### src/rtl/uart_pkg.sv
// uart_pkg: shared UART types, frame constants and parity-mode decoding
package uart_pkg;
  localparam int UART_DATA_BITS = 8;
  typedef enum logic [1:0] {NONE = 2'd0, EVEN = 2'd1, ODD = 2'd2} parity_mode_e;
  typedef enum logic [2:0] {IDLE, START, DATA, PARITY, STOP, WAIT_HIGH} rx_state_e;
  function automatic parity_mode_e to_mode(input logic [1:0] m);
    return (m == 2'd3) ? NONE : parity_mode_e'(m);
  endfunction
endpackage

### src/rtl/sync_2ff.sv
// sync_2ff: two-flop synchronizer for an asynchronous input, reset value selectable
module sync_2ff #(
  parameter logic RST_VAL = 1'b1
) (
  input  logic clk,
  input  logic nreset,
  input  logic d,
  output logic q
);
  logic s1;
  // metastability filter: d -> s1 -> q
  always_ff @(posedge clk)
    if (!nreset) {q, s1} <= {RST_VAL, RST_VAL};
    else {q, s1} <= {s1, d};
endmodule

### src/rtl/uart_rx_deserializer.sv
// uart_rx_deserializer: UART receiver turning the serial line into a valid/ready byte stream
module uart_rx_deserializer
  import uart_pkg::*;
#(
  parameter int DIV_WIDTH = 16
) (
  input  logic                 clk,
  input  logic                 nreset,
  input  logic                 rx,
  input  logic [DIV_WIDTH-1:0] divisor,
  input  logic [1:0]           parity_mode,
  output logic                 out_valid,
  input  logic                 out_ready,
  output logic [7:0]           out_data,
  output logic                 out_parity_err,
  output logic                 out_frame_err,
  output logic                 overrun,
  input  logic                 overrun_clr,
  output logic                 busy
);
  localparam logic [2:0] LAST_BIT = 3'(UART_DATA_BITS - 1);
  rx_state_e state, state_n;
  parity_mode_e mode_l, mode_n;
  logic [DIV_WIDTH-1:0] cnt, cnt_n, div_l, div_n;
  logic [2:0] bitidx, bitidx_n;
  logic [UART_DATA_BITS-1:0] shift, shift_n;
  logic rxs, rxs_d, perr, perr_n, samp, deliver, ferr, xfer, load;
  sync_2ff #(.RST_VAL(1'b1)) u_sync (.clk(clk), .nreset(nreset), .d(rx), .q(rxs));
  assign busy = state != IDLE;
  assign samp = cnt == '0;
  assign xfer = out_valid & out_ready;
  assign load = deliver & (~out_valid | xfer);
  // frame state, bit timer and shift register
  always_ff @(posedge clk)
    if (!nreset) begin
      state  <= IDLE;
      mode_l <= NONE;
      cnt    <= '0;
      div_l  <= '0;
      bitidx <= '0;
      shift  <= '0;
      perr   <= 1'b0;
      rxs_d  <= 1'b1;
    end else begin
      state  <= state_n;
      mode_l <= mode_n;
      cnt    <= cnt_n;
      div_l  <= div_n;
      bitidx <= bitidx_n;
      shift  <= shift_n;
      perr   <= perr_n;
      rxs_d  <= rxs;
    end
  // next-state decode; every sample point reloads the bit timer with a full period
  always_comb begin
    state_n  = state;
    mode_n   = mode_l;
    div_n    = div_l;
    cnt_n    = cnt - DIV_WIDTH'(1);
    bitidx_n = bitidx;
    shift_n  = shift;
    perr_n   = perr;
    deliver  = 1'b0;
    ferr     = 1'b0;
    if (state != IDLE && samp) cnt_n = div_l - DIV_WIDTH'(1);
    case (state)
      IDLE: begin
        div_n  = divisor;
        mode_n = to_mode(parity_mode);
        if (rxs_d & ~rxs) begin
          state_n = START;
          cnt_n   = divisor >> 1;
        end
      end
      START: if (samp) begin
        state_n  = rxs ? IDLE : DATA;
        bitidx_n = '0;
        perr_n   = 1'b0;
      end
      DATA: if (samp) begin
        shift_n  = {rxs, shift[UART_DATA_BITS-1:1]};
        bitidx_n = bitidx + 3'd1;
        if (bitidx == LAST_BIT) state_n = (mode_l == NONE) ? STOP : PARITY;
      end
      PARITY: if (samp) begin
        perr_n  = rxs ^ (^shift) ^ (mode_l == ODD);
        state_n = STOP;
      end
      STOP: if (samp) begin
        deliver = 1'b1;
        ferr    = ~rxs;
        state_n = rxs ? IDLE : WAIT_HIGH;
      end
      WAIT_HIGH: if (rxs) state_n = IDLE;
      default: state_n = IDLE;
    endcase
  end
  // single-entry output register; a frame finishing while it is full is dropped and flagged
  always_ff @(posedge clk)
    if (!nreset) begin
      out_valid      <= 1'b0;
      out_data       <= '0;
      out_parity_err <= 1'b0;
      out_frame_err  <= 1'b0;
      overrun        <= 1'b0;
    end else begin
      out_valid <= load | (out_valid & ~xfer);
      overrun   <= (deliver & ~load) | (overrun & ~overrun_clr);
      if (load) begin
        out_data       <= shift;
        out_parity_err <= perr;
        out_frame_err  <= ferr;
      end
    end
endmodule

### config.mk
export PLATFORM = sky130hd
export DESIGN_NAME = uart_rx_deserializer
export DESIGN_NICKNAME = d
export VERILOG_FILES = /design/src/rtl/uart_pkg.sv /design/src/rtl/sync_2ff.sv /design/src/rtl/uart_rx_deserializer.sv
export SDC_FILE = /design/constraint.sdc
export NUM_CORES = 1
export LEC_CHECK = 0
export ABC_CLOCK_PERIOD_IN_PS = 5300
export CAP_MARGIN = 20
export CORE_MARGIN = 2
export CORE_UTILIZATION = 45
export DETAILED_ROUTE_END_ITERATION = 16
export PLACE_DENSITY = 0.75
export SYNTH_ARGS = -nofsm -noshare
export SYNTH_HDL_FRONTEND = slang
export SYNTH_SLANG_ARGS = --single-unit
### constraint.sdc
create_clock -name clk -period 5.3 [get_ports clk]
set_clock_uncertainty 0.15 [all_clocks]
set_input_delay 1.59 -clock clk [delete_from_list [all_inputs] [get_ports clk]]
set_output_delay 1.59 -clock clk [all_outputs]
set_load 0.02 [all_outputs]
======== Word level (Yosys, flattened, before mapping) ========
Index checks and enable logic that the tools add are counted.
operators by class
  eq/ne operators ......................... 15
  muxes and demuxes ....................... 25
  shift operators ......................... 0
  div/mod/pow operators ................... 0
  order comparisons ....................... 0
  reductions and logical operators ........ 12
  multiply operators ...................... 0
  bitwise logic cells ..................... 16
  add/sub/neg operators ................... 3
operators by type and width
  kind                     count
  $mux W16                 3
  $mux W3                  11
  $sub A16 B1 Y16 const B  2
  $pmux W3 S6              1
  $logic_not A16 Y1        1
  $ne A2 B2 Y1 const B     6
  $eq A3 B3 Y1 const B     3
  $reduce_xor A8 Y1        1
  $reduce_and A7 Y1        1
  $and A1 B1 Y1            6
  $eq A3 B2 Y1 const B     2
  $mux W1                  6
  $pmux W3 S2              1
  $reduce_and A3 Y1        2
  $not A1 Y1               5
  $eq A2 B2 Y1 const B     2
  $mux W2                  2
  $reduce_bool A2 Y1       2
  $add A3 B1 Y3 const B    1
  $eq A3 B1 Y1 const B     1
  $logic_not A3 Y1         1
  $or A1 B1 Y1             3
  $reduce_bool A3 Y1       1
  $logic_not A2 Y1         1
  other kinds (5)          6
storage, ports and cells
  ROM bits ................................ 0
  memories ................................ 0
  memory bits (writable) .................. 0
  register bits after elaboration ......... 64
  latch bits .............................. 0

======== Logic depth before layout (Yosys ltp) ========
Gate-level depths: netlist of run 1.
  depth in word-level cells ............... 7
  mapped depth ............................ 13
  gate-level depth less buffers ........... 11

======== Hierarchy ========
From an unflattened synthesis of run 1, not the netlist that was laid out.
second synthesis, totals
  cells, all modules ...................... 395
  area total of the unflattened synthesis .. 3235.6 µm²
by module, submodules not included
  module                instances  area each (µm²)  cells an instance
  uart_rx_deserializer  1          3183.1           391
  sync_2ff              1          52.6             4

======== Worst setup path before layout of run 1 ========
No wires, ideal clock.
  path type ............................... flip-flop to flip-flop
  start ................................... reg state[0]
  end ..................................... reg cnt[14]
  slack ................................... 1.951 ns
  data required time ...................... 5.092 ns
  stages on the path, launching flop included .. 14
  arrival ................................. 3.141 ns
  clock period less this slack ............ 3.349 ns
  cell sequence ........................... dfxtp_1 clkbuf_1 nor3_2 nor4_4 and2_4 buf_8 a21oi_1 ha_1 nor4b_1 nand2_1 o211ai_1 nand4_1 a2111oi_0 a211o_1
on the way
  longest elaborated chain between the ends .. 5
ends and longest elaborated chain
  element                 line                        source
  from (decl)             uart_rx_deserializer.sv:22  rx_state_e state, state_n;
  from (signal assigned)  uart_rx_deserializer.sv:45  state <= state_n;
  $reduce_bool A3 Y1      uart_rx_deserializer.sv:65  if (state != IDLE && samp) cnt_n = div_l - DIV_WIDTH'(1);
  $logic_and A1 B1 Y1     uart_rx_deserializer.sv:65
  $mux W16                uart_rx_deserializer.sv:65
  $mux W16                uart_rx_deserializer.sv:70  if (rxs_d & ~rxs) begin
  $mux W16 *              uart_rx_deserializer.sv:66  case (state)
  to (signal assigned)    uart_rx_deserializer.sv:47  cnt <= cnt_n;
  to (decl)               uart_rx_deserializer.sv:24  logic [DIV_WIDTH-1:0] cnt, cnt_n, div_l, div_n;
Mark *: on every way between the ends. The rest lies on a longest branch, timed or not.
A chain may end at the register's enable or synchronous reset.

======== Final worst setup path of run 1 ========
  start ................................... reg state[2]
  end ..................................... reg cnt[14]
Same word-level chain as after synthesis.

==> results of run 1 <==
==> worst reg2reg max path: stages (launching register included) <==
cell                        delay [ps]
sky130_fd_sc_hd__dfxtp_1           500
sky130_fd_sc_hd__nor3_2            230
sky130_fd_sc_hd__buf_4             310
sky130_fd_sc_hd__nor4_4            140
sky130_fd_sc_hd__and2_4            210
sky130_fd_sc_hd__a21oi_1           200
sky130_fd_sc_hd__ha_1              230
sky130_fd_sc_hd__nor4b_1           680
sky130_fd_sc_hd__nand2_1           120
sky130_fd_sc_hd__o211ai_1          450
sky130_fd_sc_hd__nand4_1           180
sky130_fd_sc_hd__a2111oi_0         450
sky130_fd_sc_hd__a211o_1           150
==> registers in the layout, indices dropped and copies added, names as in the netlist <==
register        flops
out_frame_err       1
bitidx              3
cnt                16
out_parity_err      1
overrun             1
div_l              16
mode_l              2
state               3
rxs_d               1
u_sync.q            1
u_sync.s1           1
shift               8
out_data            8
out_valid           1
perr                1
==> synthesized netlist by cell type (2+ instances only) <==
master / n / share of area
sky130_fd_sc_hd__a21oi_1: 17 / 0.026
sky130_fd_sc_hd__nand4_1: 5 / 0.0097
sky130_fd_sc_hd__clkbuf_1: 18 / 0.021
sky130_fd_sc_hd__nand3b_1: 2 / 0.0047
sky130_fd_sc_hd__a211o_1: 4 / 0.011
sky130_fd_sc_hd__nor2_1: 22 / 0.026
sky130_fd_sc_hd__a21boi_0: 31 / 0.072
sky130_fd_sc_hd__and2_1: 3 / 0.0058
sky130_fd_sc_hd__ha_1: 3 / 0.012
sky130_fd_sc_hd__xnor2_1: 10 / 0.027
sky130_fd_sc_hd__nand2b_1: 7 / 0.014
sky130_fd_sc_hd__nor2b_1: 11 / 0.021
sky130_fd_sc_hd__inv_1: 5 / 0.0058
sky130_fd_sc_hd__or3_1: 3 / 0.0058
sky130_fd_sc_hd__o32ai_1: 2 / 0.0054
sky130_fd_sc_hd__nand2_1: 66 / 0.077
sky130_fd_sc_hd__mux2i_1: 10 / 0.031
sky130_fd_sc_hd__o211a_1: 2 / 0.0062
sky130_fd_sc_hd__o31ai_1: 3 / 0.0070
sky130_fd_sc_hd__o21ai_0: 10 / 0.016
sky130_fd_sc_hd__dfxtp_1: 64 / 0.40
sky130_fd_sc_hd__xor2_1: 5 / 0.014
sky130_fd_sc_hd__buf_2: 2 / 0.0031
sky130_fd_sc_hd__and3_1: 3 / 0.0058
sky130_fd_sc_hd__a311oi_1: 2 / 0.0054
sky130_fd_sc_hd__a22o_1: 2 / 0.0054
sky130_fd_sc_hd__o22ai_1: 2 / 0.0039
sky130_fd_sc_hd__nor4b_1: 3 / 0.0082
sky130_fd_sc_hd__or2_2: 2 / 0.0039
sky130_fd_sc_hd__o211ai_1: 5 / 0.012
sky130_fd_sc_hd__o21a_1: 2 / 0.0047
sky130_fd_sc_hd__buf_4: 2 / 0.0047
sky130_fd_sc_hd__a31oi_1: 10 / 0.019
sky130_fd_sc_hd__or4_4: 2 / 0.0070
sky130_fd_sc_hd__nor3_1: 8 / 0.012
sky130_fd_sc_hd__nand3_1: 18 / 0.028
==> area by class of cell <==
type,instances,area [um2],area share
Clock inverter,6,60.1,0.0159
Clock buffer,10,128,0.0337
Inverter,5,18.8,0.00496
Multi-Input combinational cell,292,1810,0.478
Tap cell,96,120,0.0317
Sequential cell,64,1280,0.339
Timing Repair Buffer,38,368,0.0972
==> metrics by stage <==
| stage | power (mW) | setup WS [ps] | area [um2] | utilization | cells |
|---|---|---|---|---|---|
| after floorplan | 0.858 | 1950 | 3220 | - | 385 |
| after global placement | 0.933 | 1530 | 3600 | 0.523 | 495 |
| after detailed placement | 0.938 | 1380 | 3600 | 0.523 | 495 |
| after CTS | 1.35 | 1320 | 3780 | 0.551 | 511 |
| after global routing | 1.42 | 981 | 3780 | 0.551 | 511 |
| final | 1.35 | 1250 | 3780 | 0.551 | 511 |
==> layer usage <==
metal	GRT usage	wire length [um]	vias up
met5	0	0	-
met4	0.0716	126	0
met3	0.0476	406	11
met2	0.308	3320	76
met1	0.276	3500	1346
li1	-	-	1418
==> worst paths after layout <==
kind / from / to / slack (ps)
setup reg to reg: state[2] / cnt[14] / 1250
hold / removal: u_sync.s1 / u_sync.q / 270
hold reg to reg: u_sync.s1 / u_sync.q / 270
setup / recovery: state[2] / cnt[14] / 1250
==> power breakdown <==
part | switching [mW] | internal (mW) | total, mW | leakage (nW)
clock | 0.198 | 0.215 | 0.413 | 0.0920
combinational | 0.217 | 0.144 | 0.362 | 0.794
sequential | 0.0468 | 0.528 | 0.575 | 0.524
total | 0.463 | 0.887 | 1.35 | 1.41
==> cells by family (layout without fill, tap and decap cells) <==
logic type,Yosys count,in the layout,share of synthesized area
XOR/XNOR,15,15,0.0408
adder cells (fa/ha/maj),3,3,0.0117
buffers and inverters,29,59,0.0404
flip-flops,64,64,0.398
multiplexers,10,10,0.0311
AND/OR/NAND/NOR,163,163,0.255
AO/OA/AOI/OAI,101,101,0.223
==> flow_summary.toml, run 1 <==
[worst_setup_path]
worstPathCellList = "nor3_2 > buf_4 > nor4_4 > and2_4 > a21oi_1 > ha_1 > nor4b_1 > nand2_1 > o211ai_1 > nand4_1 > a2111oi_0 > a211o_1"
crit_fanout = 22
path_depth = 12
sum_of_buffers_and_inverters_on_the_critical_path = 1
timing.setup.critical_path_class = "register to register"
worst_path_dominant_cell_family = "simple AND/OR/NAND/NOR gates"
cp_slowest_stage_delay_ps = 670
reg2reg_depth = 12
worstSetupEndpointType = "register"
critical_path_arrival_ps = 4210
startpoint_kind_of_the_worst_setup_timing_path = "register"
cp.required_ps = 5460
crit_slowest_cell = "sky130_fd_sc_hd__nor4b_1"

[timing]
layout_min_cycle_time_ps = 4050
slew_headroom = 0.349
final-hold-violation-count = 0
slew_viol_final = 0
post_route_setup_tns_ps = 0
fmax_mhz = 247
min_period_over_period = 0.764
final.hold.worst_slack_ps = 268
timing_worst_slew_pin_value_ps = 973
rsz0062_at_grt = "false"
setup_viol = 0

[synthesis]
fraction_of_registers_with_async_set_or_reset_after_synthesis = 0
synth-warning-count = 0
syn-mean-instance-area_um2 = 8.36
syn_nets = 411
number_of_flops_mapped_to_enable_cells_by_yosys = 0
yosys_register_bits = 64
ys_seq_area_frac = 0.398
synthesis.instances = 385
synth.lib_cells_used.distinct = 55
postSynth.topFlopCell = "sky130_fd_sc_hd__dfxtp_1"
synthesis.area_um2 = 3220

[global_route]
grt_pass1_wl_um = 12400
grt.overflow.total = 0
grtUsageTotal = 0.201
first_global_vias = 2651
number_of_antenna_violations_at_the_first_check_in_global_routing = 0
grt_start_max_net_pins = 52

[final_layout]
antenna_cells_inserted = 0
drive_above_1_share = 0.0747
areaGrowthSynthToFinish_pct = 17.5
filler_cell_count = 634
layout.cells.most_common = "sky130_fd_sc_hd__nand2_1"
most-common-layout-cells = "sky130_fd_sc_hd__nand2_1, sky130_fd_sc_hd__dfxtp_1, sky130_fd_sc_hd__clkdlybuf4s50_1"
final_net_count = 436

[clock_tree]
post_cts_resized = 0
cts.sinks = 64
clk_transition_reported_paths_ps = 80
h-tree-depth = 3
clk-insertion-delay-late_ps = 360
clock_tree.root_cell = "sky130_fd_sc_hd__clkbuf_8"
post_cts_hold_buffer_count = 0
tritoncts.num_buffers = 9
ctsLongestPathBuffers = 2
cts_post_setup_buffers_inserted = 0
tritoncts = "built"

[outcome]
status = "completed"

[detailed_routing]
drc = 0
number_of_drc_violations_after_detailed_routing_iteration_0 = 162
routed_wire_length_per_instance_um = 14.4
routed-via-count = 2851
drt-vias-per-instance = 5.58
route.antenna.remaining_nets = 0
drtPass1Iterations = 5
detail_route.wirelength_um = 7350

[worst_hold_path]
hold_depth = 1
hold_path_class = "register to register"

[pwr]
pwr_density_cell_nw_per_um2 = 357
vdd_ir_drop_max_v = 0.000164
leakage_power_total_nw = 1.41

[floorplanning]
die_height_um = 88.6
initial_utilization = 0.469
die_area_um2 = 7850
io-pin-count = 36
core_area_um2 = 6870
die_w_um = 88.6
fp-row-count = 30

[place]
port_buffers = 35
detailed_place_hpwl_um = 4890
placer_s_final_routability_congestion_estimate = 0.941

[job]
max_cap_viol_count = 0
Power figures use the tool's default switching activity.
==> run 2: changes to the inputs <==
--- a/config.mk
+++ b/config.mk
@@ -5,7 +5,7 @@
 export SDC_FILE = /design/constraint.sdc
 export NUM_CORES = 1
 export LEC_CHECK = 0
-export ABC_CLOCK_PERIOD_IN_PS = 5300
+export ABC_CLOCK_PERIOD_IN_PS = 4200
 export CAP_MARGIN = 20
 export CORE_MARGIN = 2
 export CORE_UTILIZATION = 45
==> constraint.sdc (replaced) <==
create_clock -name clk -period 4.2 [get_ports clk]
set_clock_uncertainty 0.15 [all_clocks]
set_input_delay 1.26 -clock clk [delete_from_list [all_inputs] [get_ports clk]]
set_output_delay 1.26 -clock clk [all_outputs]
set_load 0.02 [all_outputs]
==> run 2 against run 1 <==
  * Die area unchanged
  * Via count increased by 1.6%
  * Largest power group unchanged
  * Register-to-register slack got worse by 610 ps
  * Wire length increased by 2.9%
  * Critical endpoint unchanged
==> flow_summary.toml, run 2 (same netlist as run 1, synthesis figures left out) <==
[worst_setup_path]
reg2reg_setup_slack_ps = 640
crit_fanout = 18
reg2reg_depth = 13
cp.required_ps = 4340
reg_to_reg_startpoint = "state[1]"
critical_path_arrival_ps = 3700
timing.setup.critical_path_class = "register to register"
startpoint_kind_of_the_worst_setup_timing_path = "register"
critical_path.startpoint = "state[1]"
worstSetupEndpointType = "register"
reg2reg_to = "cnt[14]"

[timing]
timing_worst_slew_pin_value_ps = 960
layout_min_cycle_time_ps = 3560
slew_headroom = 0.357
setup_viol = 0
fmax_mhz = 281
min_period_over_period = 0.847
rsz0062_at_grt = "false"
post_route_setup_tns_ps = 0
final-hold-violation-count = 0
slew_viol_final = 0

[clock_tree]
cts_post_setup_buffers_inserted = 0
post_cts_resized = 0
tritoncts.num_buffers = 9
clk_transition_reported_paths_ps = 70
h-tree-depth = 3
ctsLongestPathBuffers = 2
clk-insertion-delay-late_ps = 340
cts.sinks = 64
tritoncts = "built"
clock_tree.root_cell = "sky130_fd_sc_hd__clkbuf_8"
post_cts_hold_buffer_count = 0

[detailed_routing]
drt-vias-per-instance = 5.63
route.antenna.remaining_nets = 0
number_of_drc_violations_after_detailed_routing_iteration_0 = 185
drtPass1Iterations = 4
routed_wire_length_per_instance_um = 14.7
drc = 0
routed-via-count = 2897
detail_route.wirelength_um = 7570

[final_layout]
antenna_cells_inserted = 0
most-common-layout-cells = "sky130_fd_sc_hd__nand2_1, sky130_fd_sc_hd__dfxtp_1, sky130_fd_sc_hd__clkdlybuf4s50_1"
finish.cell_count_without_fillers = 515
layout.cells.most_common = "sky130_fd_sc_hd__nand2_1"
areaGrowthSynthToFinish_pct = 19.5
final_net_count = 440
filler_cell_count = 618
reg_top3 = "cnt (16), div_l (16)"
drive_above_1_share = 0.0859

[pwr]
design_power_total_mw = 1.80
leakage_power_total_nw = 1.44
vdd_ir_drop_max_v = 0.000234
pwr_density_cell_nw_per_um2 = 467

[worst_hold_path]
hold_depth = 1
min-delay-start = "u_sync.s1"
hold_path_class = "register to register"
timing.hold.worst_endpoint = "u_sync.q"

[global_route]
grt_start_max_net_pins = 39
grtUsageTotal = 0.208
first_global_vias = 2798
number_of_antenna_violations_at_the_first_check_in_global_routing = 0
grt_pass1_wl_um = 12800
grt.overflow.total = 0

[floorplanning]
fp-row-count = 30
die_height_um = 88.6
initial_utilization = 0.469
core_area_um2 = 6870
die_w_um = 88.6
die_area_um2 = 7850
io-pin-count = 36

[place]
detailed_place_hpwl_um = 5170
port_buffers = 35
placer_s_final_routability_congestion_estimate = 0.912
numPlacedInstances = 499

[job]
max_cap_viol_count = 0

[outcome]
status = "completed"
==> run 2: layout make-up <==
cell class / count / area [um2] / area share
multi-input cells: 292 / 1810 / 0.470
flip-flops and latches: 64 / 1280 / 0.333
repair buffers: 42 / 398 / 0.103
clock buffers: 9 / 124 / 0.0322
well taps: 96 / 120 / 0.0312
clock inverters: 7 / 96.3 / 0.0250
inverters: 5 / 18.8 / 0.00488
==> run 2: worst max path at each step <==
stage                     endpoint  slack (ps)
after global placement     cnt[14]         810
after detailed placement   cnt[14]         730
after global routing       cnt[14]         380
after CTS                     busy         690
final                      cnt[14]         640
after floorplan            cnt[14]         850
==> run 2: power by group <==
group / leakage (nW) / internal [mW] / switching [mW] / total, mW
combinational: 0.815 / 0.197 / 0.285 / 0.482
clock: 0.101 / 0.334 / 0.255 / 0.589
sequential: 0.524 / 0.666 / 0.0591 / 0.725
total: 1.44 / 1.20 / 0.599 / 1.80
==> run 2: layer usage <==
layer	track usage	share of wire	vias to the layer above
li1	-	-	1425
met3	0.0382	0.048	13
met1	0.272	0.47	1366
met4	0.0923	0.019	0
met2	0.336	0.46	93
met5	0	0	-
==> run 2: worst max-delay path, cell delays in order (launching register included) <==
cell	delay, ps
sky130_fd_sc_hd__dfxtp_1	490
sky130_fd_sc_hd__nor3_2	310
sky130_fd_sc_hd__nor4_4	80
sky130_fd_sc_hd__buf_4	180
sky130_fd_sc_hd__and2_4	190
sky130_fd_sc_hd__a21oi_1	210
sky130_fd_sc_hd__ha_1	230
sky130_fd_sc_hd__nor4b_1	270
sky130_fd_sc_hd__buf_4	190
sky130_fd_sc_hd__nand2_1	60
sky130_fd_sc_hd__o211ai_1	430
sky130_fd_sc_hd__nand4_1	180
sky130_fd_sc_hd__a2111oi_0	390
sky130_fd_sc_hd__a211o_1	150
==> run 2: metrics by stage <==
stage / utilization / worst slack [ps] / instance area [um2] / hold WS (ps)
after detailed placement: 0.528 / 732 / 3630 / 242
after floorplan: - / 851 / 3220 / 236
after global routing: 0.560 / 384 / 3850 / 301
after global placement: 0.528 / 811 / 3630 / 247
after CTS: 0.560 / 690 / 3850 / 260
final: 0.560 / 642 / 3850 / 264
